===== src/rtl/serial_digit_adder_pkg.sv =====
// Shared types and elaboration helpers for the digit-serial adder.
package serial_digit_adder_pkg;

  typedef enum logic [1:0] {
    IDLE = 2'd0,
    BUSY = 2'd1,
    DONE = 2'd2
  } state_e;

  function automatic int clog2(input int n);
    int r;
    r = 0;
    while ((1 << r) < n) r++;
    return r;
  endfunction

  function automatic int ndig(input int width, input int digit);
    return width / digit;
  endfunction

  // A one-digit configuration still needs a 1-bit counter to exist.
  function automatic int cnt_width(input int n);
    return (n <= 1) ? 1 : clog2(n);
  endfunction

endpackage


===== src/rtl/serial_digit_adder_slice.sv =====
// DIGIT-bit ripple-carry slice; also exposes the carry into its top bit for overflow.
module full_adder_slice #(
  parameter int DIGIT = 2
) (
  input  logic [DIGIT-1:0] a_i,
  input  logic [DIGIT-1:0] b_i,
  input  logic             c_i,
  output logic [DIGIT-1:0] s_o,
  output logic             c_out_o,
  output logic             c_msb_in_o
);

  logic [DIGIT:0] c;

  // NOTE: every combinational output gets a default before the loop, so no latch is inferred.
  always_comb begin
    c    = '0;
    s_o  = '0;
    c[0] = c_i;
    for (int i = 0; i < DIGIT; i++) begin
      s_o[i]  = a_i[i] ^ b_i[i] ^ c[i];
      c[i+1]  = (a_i[i] & b_i[i]) | (c[i] & (a_i[i] ^ b_i[i]));
    end
  end

  assign c_out_o    = c[DIGIT];
  assign c_msb_in_o = c[DIGIT-1];

endmodule


===== src/rtl/serial_digit_adder.sv =====
// Multi-cycle WIDTH-bit adder, DIGIT bits per cycle, LSB digit first, valid/ready on both sides.
// Optional subtract mode (extra `sub` input) when SERIAL_DIGIT_ADDER_SUB_EN is defined.
module serial_digit_adder
  import serial_digit_adder_pkg::*;
#(
  parameter int WIDTH = 8,
  parameter int DIGIT = 2
) (
  input  logic             clk,
  input  logic             rst,
  input  logic             in_valid,
  output logic             in_ready,
  input  logic [WIDTH-1:0] a,
  input  logic [WIDTH-1:0] b,
  input  logic             cin,
`ifdef SERIAL_DIGIT_ADDER_SUB_EN
  input  logic             sub,
`endif
  output logic             out_valid,
  input  logic             out_ready,
  output logic [WIDTH-1:0] sum,
  output logic             cout,
  output logic             ovf
);

  localparam int NDIG = ndig(WIDTH, DIGIT);
  localparam int CW   = cnt_width(NDIG);
  localparam logic [CW-1:0] CNT_LAST = CW'(NDIG - 1);

  state_e           state_q, state_d;
  logic [WIDTH-1:0] a_q, a_d, b_q, b_d, sum_q, sum_d;
  logic [CW-1:0]    cnt_q, cnt_d;
  logic             carry_q, carry_d;
  logic             in_ready_q, in_ready_d;
  logic             out_valid_q, out_valid_d;
  logic             cout_q, cout_d, ovf_q, ovf_d;

  logic [DIGIT-1:0] slice_s;
  logic             slice_cout, slice_cmsb;

  full_adder_slice #(.DIGIT(DIGIT)) u_slice (
    .a_i        (a_q[DIGIT-1:0]),
    .b_i        (b_q[DIGIT-1:0]),
    .c_i        (carry_q),
    .s_o        (slice_s),
    .c_out_o    (slice_cout),
    .c_msb_in_o (slice_cmsb)
  );

  always_comb begin
    state_d     = state_q;
    a_d         = a_q;
    b_d         = b_q;
    sum_d       = sum_q;
    cnt_d       = cnt_q;
    carry_d     = carry_q;
    in_ready_d  = in_ready_q;
    out_valid_d = out_valid_q;
    cout_d      = cout_q;
    ovf_d       = ovf_q;
    case (state_q)
      IDLE: begin
        in_ready_d = 1'b1;
        if (in_valid && in_ready_q) begin
          a_d        = a;
`ifdef SERIAL_DIGIT_ADDER_SUB_EN
          // Subtraction is a + ~b + 1, so cin is meaningless in that mode.
          b_d        = sub ? ~b : b;
          carry_d    = sub ? 1'b1 : cin;
`else
          b_d        = b;
          carry_d    = cin;
`endif
          cnt_d      = '0;
          in_ready_d = 1'b0;
          state_d    = BUSY;
        end
      end
      BUSY: begin
        a_d     = a_q >> DIGIT;
        b_d     = b_q >> DIGIT;
        sum_d   = (sum_q >> DIGIT) | (WIDTH'(slice_s) << (WIDTH - DIGIT));
        carry_d = slice_cout;
        cnt_d   = cnt_q + 1'b1;
        if (cnt_q == CNT_LAST) begin
          cout_d      = slice_cout;
          ovf_d       = slice_cmsb ^ slice_cout;
          out_valid_d = 1'b1;
          state_d     = DONE;
        end
      end
      DONE: begin
        if (out_ready) begin
          out_valid_d = 1'b0;
          in_ready_d  = 1'b1;
          state_d     = IDLE;
        end
      end
      default: state_d = IDLE;
    endcase
  end

  // NOTE: state registers use non-blocking assignments so every flop samples pre-edge values.
  // NOTE: the operand shift registers are reset too, so a reset mid-op leaves no stale digits.
  always_ff @(posedge clk or posedge rst) begin
    if (rst) begin
      state_q     <= IDLE;
      a_q         <= '0;
      b_q         <= '0;
      sum_q       <= '0;
      cnt_q       <= '0;
      carry_q     <= 1'b0;
      in_ready_q  <= 1'b0;
      out_valid_q <= 1'b0;
      cout_q      <= 1'b0;
      ovf_q       <= 1'b0;
    end else begin
      state_q     <= state_d;
      a_q         <= a_d;
      b_q         <= b_d;
      sum_q       <= sum_d;
      cnt_q       <= cnt_d;
      carry_q     <= carry_d;
      in_ready_q  <= in_ready_d;
      out_valid_q <= out_valid_d;
      cout_q      <= cout_d;
      ovf_q       <= ovf_d;
    end
  end

  assign in_ready  = in_ready_q;
  assign out_valid = out_valid_q;
  assign sum       = sum_q;
  assign cout      = cout_q;
  assign ovf       = ovf_q;

endmodule


===== config.mk =====
export PLATFORM = sky130hd
export DESIGN_NAME = serial_digit_adder
export DESIGN_NICKNAME = d
export VERILOG_FILES = /design/src/rtl/serial_digit_adder_pkg.sv /design/src/rtl/serial_digit_adder_slice.sv /design/src/rtl/serial_digit_adder.sv
export SDC_FILE = /design/constraint.sdc
export NUM_CORES = 1
export LEC_CHECK = 0
export CORE_MARGIN = 2
export CORE_UTILIZATION = 53
export DETAILED_ROUTE_END_ITERATION = 8
export PLACE_DENSITY = 0.91
export SLEW_MARGIN = 20
export SYNTH_ARGS = -nofsm -noshare
export SYNTH_HDL_FRONTEND = slang
export SYNTH_SLANG_ARGS = --single-unit

===== constraint.sdc =====
create_clock -name clk -period 2.88 [get_ports clk]
set_input_delay 0.288 -clock clk [delete_from_list [all_inputs] [get_ports clk]]
set_output_delay 0.288 -clock clk [all_outputs]
set_load 0.005 [all_outputs]

Yosys cells after proc, flatten, opt, wreduce, memory -nomap -nowiden
Index checks and enable logic that the tools add are counted.
{"block": "op_classes", "addsub": 1, "multipliers": 0, "div_mod_pow": 0, "n_lt_le_gt_ge": 0, "n_eq_ne": 6, "n_shift": 0, "n_mux": 18, "n_bitwise": 12, "reduce_logical": 10}
{"cell": "$pmux 8 s2", "count": 2}
{"cell": "$mux 8", "count": 2}
{"cell": "$mux 2", "count": 4}
{"cell": "$or 6x8->8", "count": 1}
{"cell": "$ne 2x2->1 const B", "count": 3}
{"cell": "$pmux 1 s2", "count": 3}
{"cell": "$pmux 2 s3", "count": 1}
{"cell": "$reduce_and 2->1", "count": 3}
{"cell": "$reduce_and 3->1", "count": 2}
{"cell": "$reduce_bool 2->1", "count": 3}
{"cell": "$mux 1", "count": 5}
{"cell": "$xor 1x1->1", "count": 5}
{"cell": "$and 1x1->1", "count": 4}
{"cell": "$eq 2x2->1 const B", "count": 2}
{"cell": "$pmux 2 s2", "count": 1}
{"cell": "$add 2x1->2 const B", "count": 1}
{"cell": "$eq 2x1->1 const B", "count": 1}
{"cell": "$logic_not 2->1", "count": 1}
{"cell": "$or 1x1->1", "count": 2}
{"cell": "$logic_and 1x1->1", "count": 1}
{"block": "word_totals", "reg_bits": 33, "latch_bits": 0, "ramBits": 0, "romBits": 0, "inputBits": 21, "memories": 0}

Logic depth before layout (Yosys ltp)
Gate-level depths: netlist of run 1.
{"block": "logic_depth", "depth_word": 6, "ltp_mapped": 5}

Hierarchy
From an unflattened synthesis of run 1, not the netlist that was laid out.
{"block": "hier_totals", "hier_cells": 141, "hier_area_um2": 1438.9}
{"module": "serial_digit_adder", "instances": 1, "cells_each": 139, "area_per_inst_um2": 1398.8}
{"module": "full_adder_slice", "instances": 1, "cells_each": 2, "area_per_inst_um2": 40.0}

Least setup slack after synthesis of run 1
Ideal clock, no wire load.
{"block": "synth_timing", "path_kind": "flip-flop to flip-flop", "startpoint": "reg a_q[0]", "endpoint": "reg carry_q", "setup_time_ns": 0.111, "arrival_ns": 1.518, "slack_ns": 1.250, "path_stages_with_launch": 5, "n_path_buf": 0, "path_cell_list": "dfrtp_1 inv_1 fa_1 fa_1 a222oi_1"}
{"block": "synth_between", "elab_chain_len": 6, "word_cells_on_any_way": 7, "cone_classes": "1 x mux; 6 x bitwise"}
{"element": "from (decl)", "line_no": "serial_digit_adder.sv:31", "rtl": "logic [WIDTH-1:0] a_q, a_d, b_q, b_d, sum_q, sum_d;"}
{"element": "from (signal assigned)", "line_no": "serial_digit_adder.sv:108", "rtl": "a_q <= '0;"}
{"element": "from (signal assigned)", "line_no": "serial_digit_adder.sv:119", "rtl": "a_q <= a_d;"}
{"element": "$xor 1x1->1", "line_no": "serial_digit_adder_slice.sv:22", "rtl": "c[i+1] = (a_i[i] & b_i[i]) | (c[i] & (a_i[i] ^ b_i[i]));"}
{"element": "$and 1x1->1", "line_no": "serial_digit_adder_slice.sv:22"}
{"element": "$or 1x1->1 *", "line_no": "serial_digit_adder_slice.sv:22"}
{"element": "$and 1x1->1 *", "line_no": "serial_digit_adder_slice.sv:22"}
{"element": "$or 1x1->1 *", "line_no": "serial_digit_adder_slice.sv:22"}
{"element": "$pmux 1 s2 *", "line_no": "serial_digit_adder.sv:61", "rtl": "case (state_q)"}
{"element": "to (signal assigned)", "line_no": "serial_digit_adder.sv:123", "rtl": "carry_q <= carry_d;"}
{"element": "to (decl)", "line_no": "serial_digit_adder.sv:33", "rtl": "logic carry_q, carry_d;"}
Mark *: on every way between the ends. The rest lies on a longest branch, timed or not.
A chain may end at the register's enable or synchronous reset.

Worst setup path in the final report of run 1
Ends and elaborated chain as after synthesis.

==> results of run 1 <==
==> metrics by stage <==
| stage | cell area [sq um] | std cells | utilization |
|---|---|---|---|
| finish | 1852 | 200 | 0.6893 |
| global route | 1852 | 200 | 0.6893 |
| CTS | 1852 | 200 | 0.6893 |
| detailed placement | 1797 | 192 | 0.6688 |
| global placement | 1797 | 192 | 0.6688 |
| floorplan | 1471 | 136 | - |
==> layout by cell type (no fill, tap or decap), drive strengths merged, types with 3 or more instances in the layout <==
master	netlist	final
dfrtp	33	33
clkdlybuf4s50	0	32
nand2	26	26
o21ai	15	15
o221a	9	9
nand2b	8	8
inv	8	8
a21oi	7	7
clkbuf	3	5
and4b	4	4
a22o	3	3
==> worst max path at each step <==
stage / end / slack [ns]
after floorplan: carry_q / 1.25
after global placement: a_q[0] / 1.13
after detailed placement: carry_q / 1.07
after CTS: carry_q / 1.06
after global routing: carry_q / 0.97
final: carry_q / 1.07
==> sequential cells by signal (all words and copies together) (netlist names) <==
name / count
state_q: 2
ovf: 1
in_ready: 1
out_valid: 1
cout: 1
a_q: 8
carry_q: 1
sum: 8
cnt_q: 2
b_q: 8
==> area by class of cell <==
type	count	area, sq um
Fill cell	207	834.6
Tap cell	31	38.79
Inverter	8	30.03
Clock inverter	3	17.52
Sequential cell	33	825.8
Timing Repair Buffer	33	327.8
Clock buffer	5	37.54
Multi-Input combinational cell	87	574.3
==> per-layer routing <==
layer	share of wire	up-vias	track usage
li1	-	540	-
met1	0.41	550	0.2277
met2	0.52	39	0.3688
met3	0.047	9	0.05760
met4	0.020	0	0.08844
met5	0	-	0
==> logic make-up after synthesis <==
logic type / count (synthesis) / share of synthesized area
AND/OR/NAND/NOR: 44 / 0.1565
adder cells (fa/ha/maj): 3 / 0.03571
buffers and inverters: 16 / 0.04846
AO/OA/AOI/OAI: 39 / 0.1922
XOR/XNOR: 1 / 0.005953
flip-flops: 33 / 0.5612
==> critical path, cell delays in order, from the launching register on <==
cell and delay, ns:
dfrtp_1 0.35, inv_1 0.07, fa_1 0.50, fa_1 0.45, a222oi_1 0.33
==> power by group <==
group,switching (mW),internal [mW]
registers,0.168,0.679
clock network,0.158,0.0920
logic,0.393,0.444
total,0.719,1.21
==> flow_summary_export.csv, run 1 <==
group,metric,value,unit
floorplanning,row_count,19,
worst_setup_path,cp_max_fo,3,
clocking,cts_resized,0,
yosys,synthArstFlopShare,1.000,
yosys,avgSynthCellArea,10.82,sq um
sta,fmax,0.5538,GHz
yosys,synth_area_leader_cell,"dfrtp_1",
finish,drive_gt1_frac,0.1183,
yosys,synth_top_cells_by_area,"dfrtp_1 (56%), o221a_2 (6.9%), nand2_1 (6.6%), o21ai_0 (5.1%), nand2b_1 (3.4%)",
worst_setup_path,startpoint,"a_q[0]",
clocking,post_cts_buffers,0,
pwr,finalPower,1.934,mW
min_path,worstHoldPathType,"in2async",
yosys,synth_edf_count,0,
placement,io_buffer_count,32,
finish,fin_nets,192,
status,status,"completed",
worst_setup_path,endpoint_kind,"flip-flop",
worst_setup_path,arrival,2.03,ns
yosys,yosysMostFrequentCell,"dfrtp_1",
route,drtAntennaViolNets,0,
global_routing,grt_use_total,0.2068,
global_routing,grt_pass1_wl,5057,microns
clocking,numCtsBuffers,5,
clocking,root_buffer,"clkbuf_4",
global_routing,grt_max_degree,34,
global_routing,antenna_found_initial,0,
worst_setup_path,start_kind,"flip-flop",
floorplanning,core,2686,sq um
clocking,clock-sinks,33,
clocking,clk_latency,0.33,ns
worst_setup_path,worst_ep_required_time,3.10,ns
yosys,yosys.cell_types.count,27,
pwr,vdd_drop_max,680.0,uV
floorplanning,ioPinCount,33,
clocking,cts_tree,"done",
sta,relSlewSlack,0.4984,
clocking,htreeDepth,2,
route,via_per_inst,5.690,
clocking,ctsHoldBuffers,0,
flow_run,cap_violations,0,
clocking,clockBufferDepth,2,
route,wl_per_cell,14.73,microns
route,vias,1138,
finish,diodes,0,
placement,place_ws,1.071,ns
sta,tightestPinTransition,0.7524,ns
route,drtIter0Drc,47,
yosys,postSynthCellCount,136,
clocking,clk_pin_slew,0.11,ns
floorplanning,die_h,56.69,microns
sta,min_period,1.806,ns
sta,hold_ws,0.3452,ns
sta,worst_slack,1.074,ns
yosys,synthTopCellsByCount,"dfrtp_1 (33), nand2_1 (26), o21ai_0 (15)",
sta,fin_crit_sh,0.6270,
route,drt_pass1_iterations,5,
placement,place.gp.congestion,0.8315,
worst_setup_path,worst_r2r_path_depth,4,
yosys,synth_ff_type,"dfrtp_1",
floorplanning,die_w,56.69,microns
worst_setup_path,rrSetupSlack,1.07,ns
worst_setup_path,reg2reg_from,"a_q[0]",
pwr,p_leak,0.8273,nW
sta,fin_skew,0.01268,ns
global_routing,grt_pass1_vias,1184,
sta,maxSlewViolCount,0,
yosys,ys_warn_count,0,
finish,area_delta_synth_final,25.85,%
placement,dp.final_hpwl,2115,microns
route,drt_wl_total,2946,microns
yosys,synth_seq_cells,33,
pwr,p_per_area,1045,nW/um^2
worst_setup_path,r2r-end,"carry_q",
floorplanning,start_util,0.5477,
yosys,synth_top_cell_area_share,0.5612,
yosys,syn_area,1471,sq um
global_routing,grt_overflow,0,
sta,rsz0062_at_grt,"no",
worst_setup_path,criticalPathCategory,"reg2reg",
yosys,seq_area_frac_synth,0.5612,
yosys,synthesis.nets,160,
sta,fin_tns_setup,0,ns
floorplanning,die_area,3214,sq um
sta,setup_viol,0,
sta,hold_viol_final,0,
route,drc,0,
Power figures use the tool's default switching activity.
==> run 2: changes to the inputs <==
--- a/config.mk
+++ b/config.mk
@@ -6,9 +6,9 @@
 export NUM_CORES = 1
 export LEC_CHECK = 0
 export CORE_MARGIN = 2
-export CORE_UTILIZATION = 53
+export CORE_UTILIZATION = 49
 export DETAILED_ROUTE_END_ITERATION = 8
-export PLACE_DENSITY = 0.91
+export PLACE_DENSITY = 0.86
 export SLEW_MARGIN = 20
 export SYNTH_ARGS = -nofsm -noshare
 export SYNTH_HDL_FRONTEND = slang
==> constraint.sdc (replaced) <==
create_clock -name clk -period 1.77 [get_ports clk]
set_input_delay 0.177 -clock clk [delete_from_list [all_inputs] [get_ports clk]]
set_output_delay 0.177 -clock clk [all_outputs]
set_load 0.005 [all_outputs]
==> run 2 against run 1 <==
Net effect: the run now ends with DRC left; largest power group is now combinational cells; clock power up 130%; routed wire length up 2.5%; die area up 7.6%; via count down 0.53%; maximum frequency up 6.5%; global-route usage down 1.4 points; power up 77%; register-to-register slack worse by 1.0 ns; largest cell class unchanged; count of clock-buffer cells in the layout up 2; sequential power up 62%; core utilization down 0.69 points; final cell count up 2.0%.
==> flow_summary_export.csv, run 2 (synthesized netlist as in run 1, its figures left out) <==
group,metric,value,unit
placement,dp_cells,196,
clocking,htreeDepth,2,
floorplanning,core,2805,sq um
worst_setup_path,cp_max_fo,3,
finish,fillCellCount,228,
global_routing,grt_pass1_wl,4823,microns
status,violations,"DRC",
placement,place_ws,0.02770,ns
finish,design_area,1914,sq um
pwr,p_per_area,1790,nW/um^2
pwr,p_int,2.242,mW
global_routing,grt_use_total,0.1923,
pwr,p_seq_frac,0.399,
sta,tightestPinTransition,0.5500,ns
global_routing,antenna_found_initial,0,
sta,rsz0062_at_grt,"no",
sta,min_period,1.696,ns
finish,mostFrequentLayoutCells,"dfrtp_1 (33), clkdlybuf4s50_1 (32), nand2_1 (26)",
global_routing,grt_max_degree,34,
finish,seqCellArea,825.8,sq um
clocking,root_buffer,"clkbuf_4",
worst_setup_path,start_kind,"flip-flop",
finish,fin_nets,196,
floorplanning,start_util,0.5245,
placement,io_buffer_count,32,
finish,area_delta_synth_final,30.10,%
sta,fin_crit_sh,0.9583,
worst_setup_path,arrival,1.91,ns
min_path,worstHoldPathType,"in2async",
sta,worst_slack,0.07386,ns
sta,relSlewSlack,0.6320,
sta,fin_tns_setup,0,ns
floorplanning,die_h,58.80,microns
finish,drive_gt1_frac,0.1387,
global_routing,grt_overflow,0,
worst_setup_path,cp_cell_sequence,"inv_1 > fa_1 > fa_2 > a222oi_1",
placement,dp.final_hpwl,2126,microns
pwr,swShare,0.3458,
global_routing,grt_pass1_vias,1089,
placement,placement.cell_area,1827,sq um
worst_setup_path,criticalPathCategory,"reg2reg",
route,drtAntennaViolNets,0,
pwr,finalPower,3.427,mW
pwr,p_sw,1.185,mW
sta,hold_viol_final,0,
sta,setup_viol,0,
finish,layout.cells.non_filler,204,
finish,diodes,0,
clocking,clk_pin_slew,0.10,ns
status,status,"finished, violations left",
route,drtIter0Drc,42,
clocking,cts_tree,"done",
finish,multi_input_area,576.8,sq um
pwr,p_leak,0.8600,nW
sta,fmax,0.5896,GHz
clocking,clock-sinks,33,
route,vias,1132,
route,wl_per_cell,14.81,microns
worst_setup_path,worst_ep_required_time,1.99,ns
worst_setup_path,endpoint_kind,"flip-flop",
worst_setup_path,slowest_stage,"fa_1",
floorplanning,ioPinCount,33,
floorplanning,die_area,3457,sq um
worst_setup_path,cp_num_buf_inv,1,
pwr,vdd_drop_max,939.2,uV
floorplanning,die_w,58.80,microns
worst_setup_path,cpPeakStageDelay,0.47,ns
floorplanning,row_count,19,
finish,mostFrequentLayoutCell,"dfrtp_1",
placement,place.gp.congestion,0.8307,
worst_setup_path,cpLargestDelayFamily,"adder cells",
flow_run,cap_violations,0,
route,drt_pass1_iterations,6,
clocking,numCtsBuffers,5,
clocking,clk_latency,0.33,ns
clocking,clockBufferDepth,2,
sta,maxSlewViolCount,0,
route,drt_wl_total,3021,microns
route,via_per_inst,5.549,
route,drc,2,
pwr,clkPwrFrac,0.171,
pwr,comb_power_share,0.430,
clocking,post_cts_buffers,0,
sta,fin_skew,0.01009,ns
run 2: layout make-up:
cell class	count	share of cell area
clock inverter	1	0.01569
sequential	33	0.4314
multi-input combinational	87	0.3013
inverter	8	0.01569
clock buffer	7	0.02876
tap	31	0.02026
timing repair buffer	37	0.1869
run 2: path summary, 6_finish.rpt:
kind	from	end	slack [ns]	cells after the start
max	a_q[0]	carry_q	0.07	4
min	rst	b_q[4]	0.23	3
max reg2reg	a_q[0]	carry_q	0.07	4
min reg2reg	sum[0]	sum[0]	0.49	2
max in group asynchronous	rst	sum[7]	1.24	3
min in group clk	out_ready	state_q[1]	0.44	2
run 2: power by group through the flow:
stage	logic (mW)	clock network [mW]	registers, mW
6_report	1.47	0.586	1.37
5_1_grt	1.65	0.627	1.41
4_1_cts	1.48	0.603	1.37
3_5_place_dp	1.47	0	1.38
3_3_place_gp	1.41	0	1.36
2_1_floorplan	1.01	0	1.30
run 2: what timing repair did:
action	4_1_cts	5_1_grt
pin swaps	1	1
endpoints found under the setup margin	1	1
hold buffers	0	0
gates resized for setup	0	1
run 2: stage by stage:
step	utilization	hold slack (ns)
floorplan	-	0.2843
global placement	0.6512	0.4576
detailed placement	0.6512	0.4743
CTS	0.6815	0.2291
global route	0.6824	0.2692
finish	0.6824	0.2271
run 2: metal layers:
layer / up-vias / share of wire / track usage
met2: 40 / 0.53 / 0.3317
met5: - / 0 / 0
met3: 2 / 0.055 / 0.06593
met1: 543 / 0.41 / 0.2201
met4: 0 / 0.0030 / 0.07143
li1: 547 / - / -
run 2: worst register-to-register path: cells and delay by family, from the launching register on:
kind / cells / cell delay (ns)
flip-flops: 1 / 0.34
buffers and inverters: 1 / 0.06
AO/OA/AOI/OAI: 1 / 0.33
adder cells (fa/ha/maj): 2 / 0.85
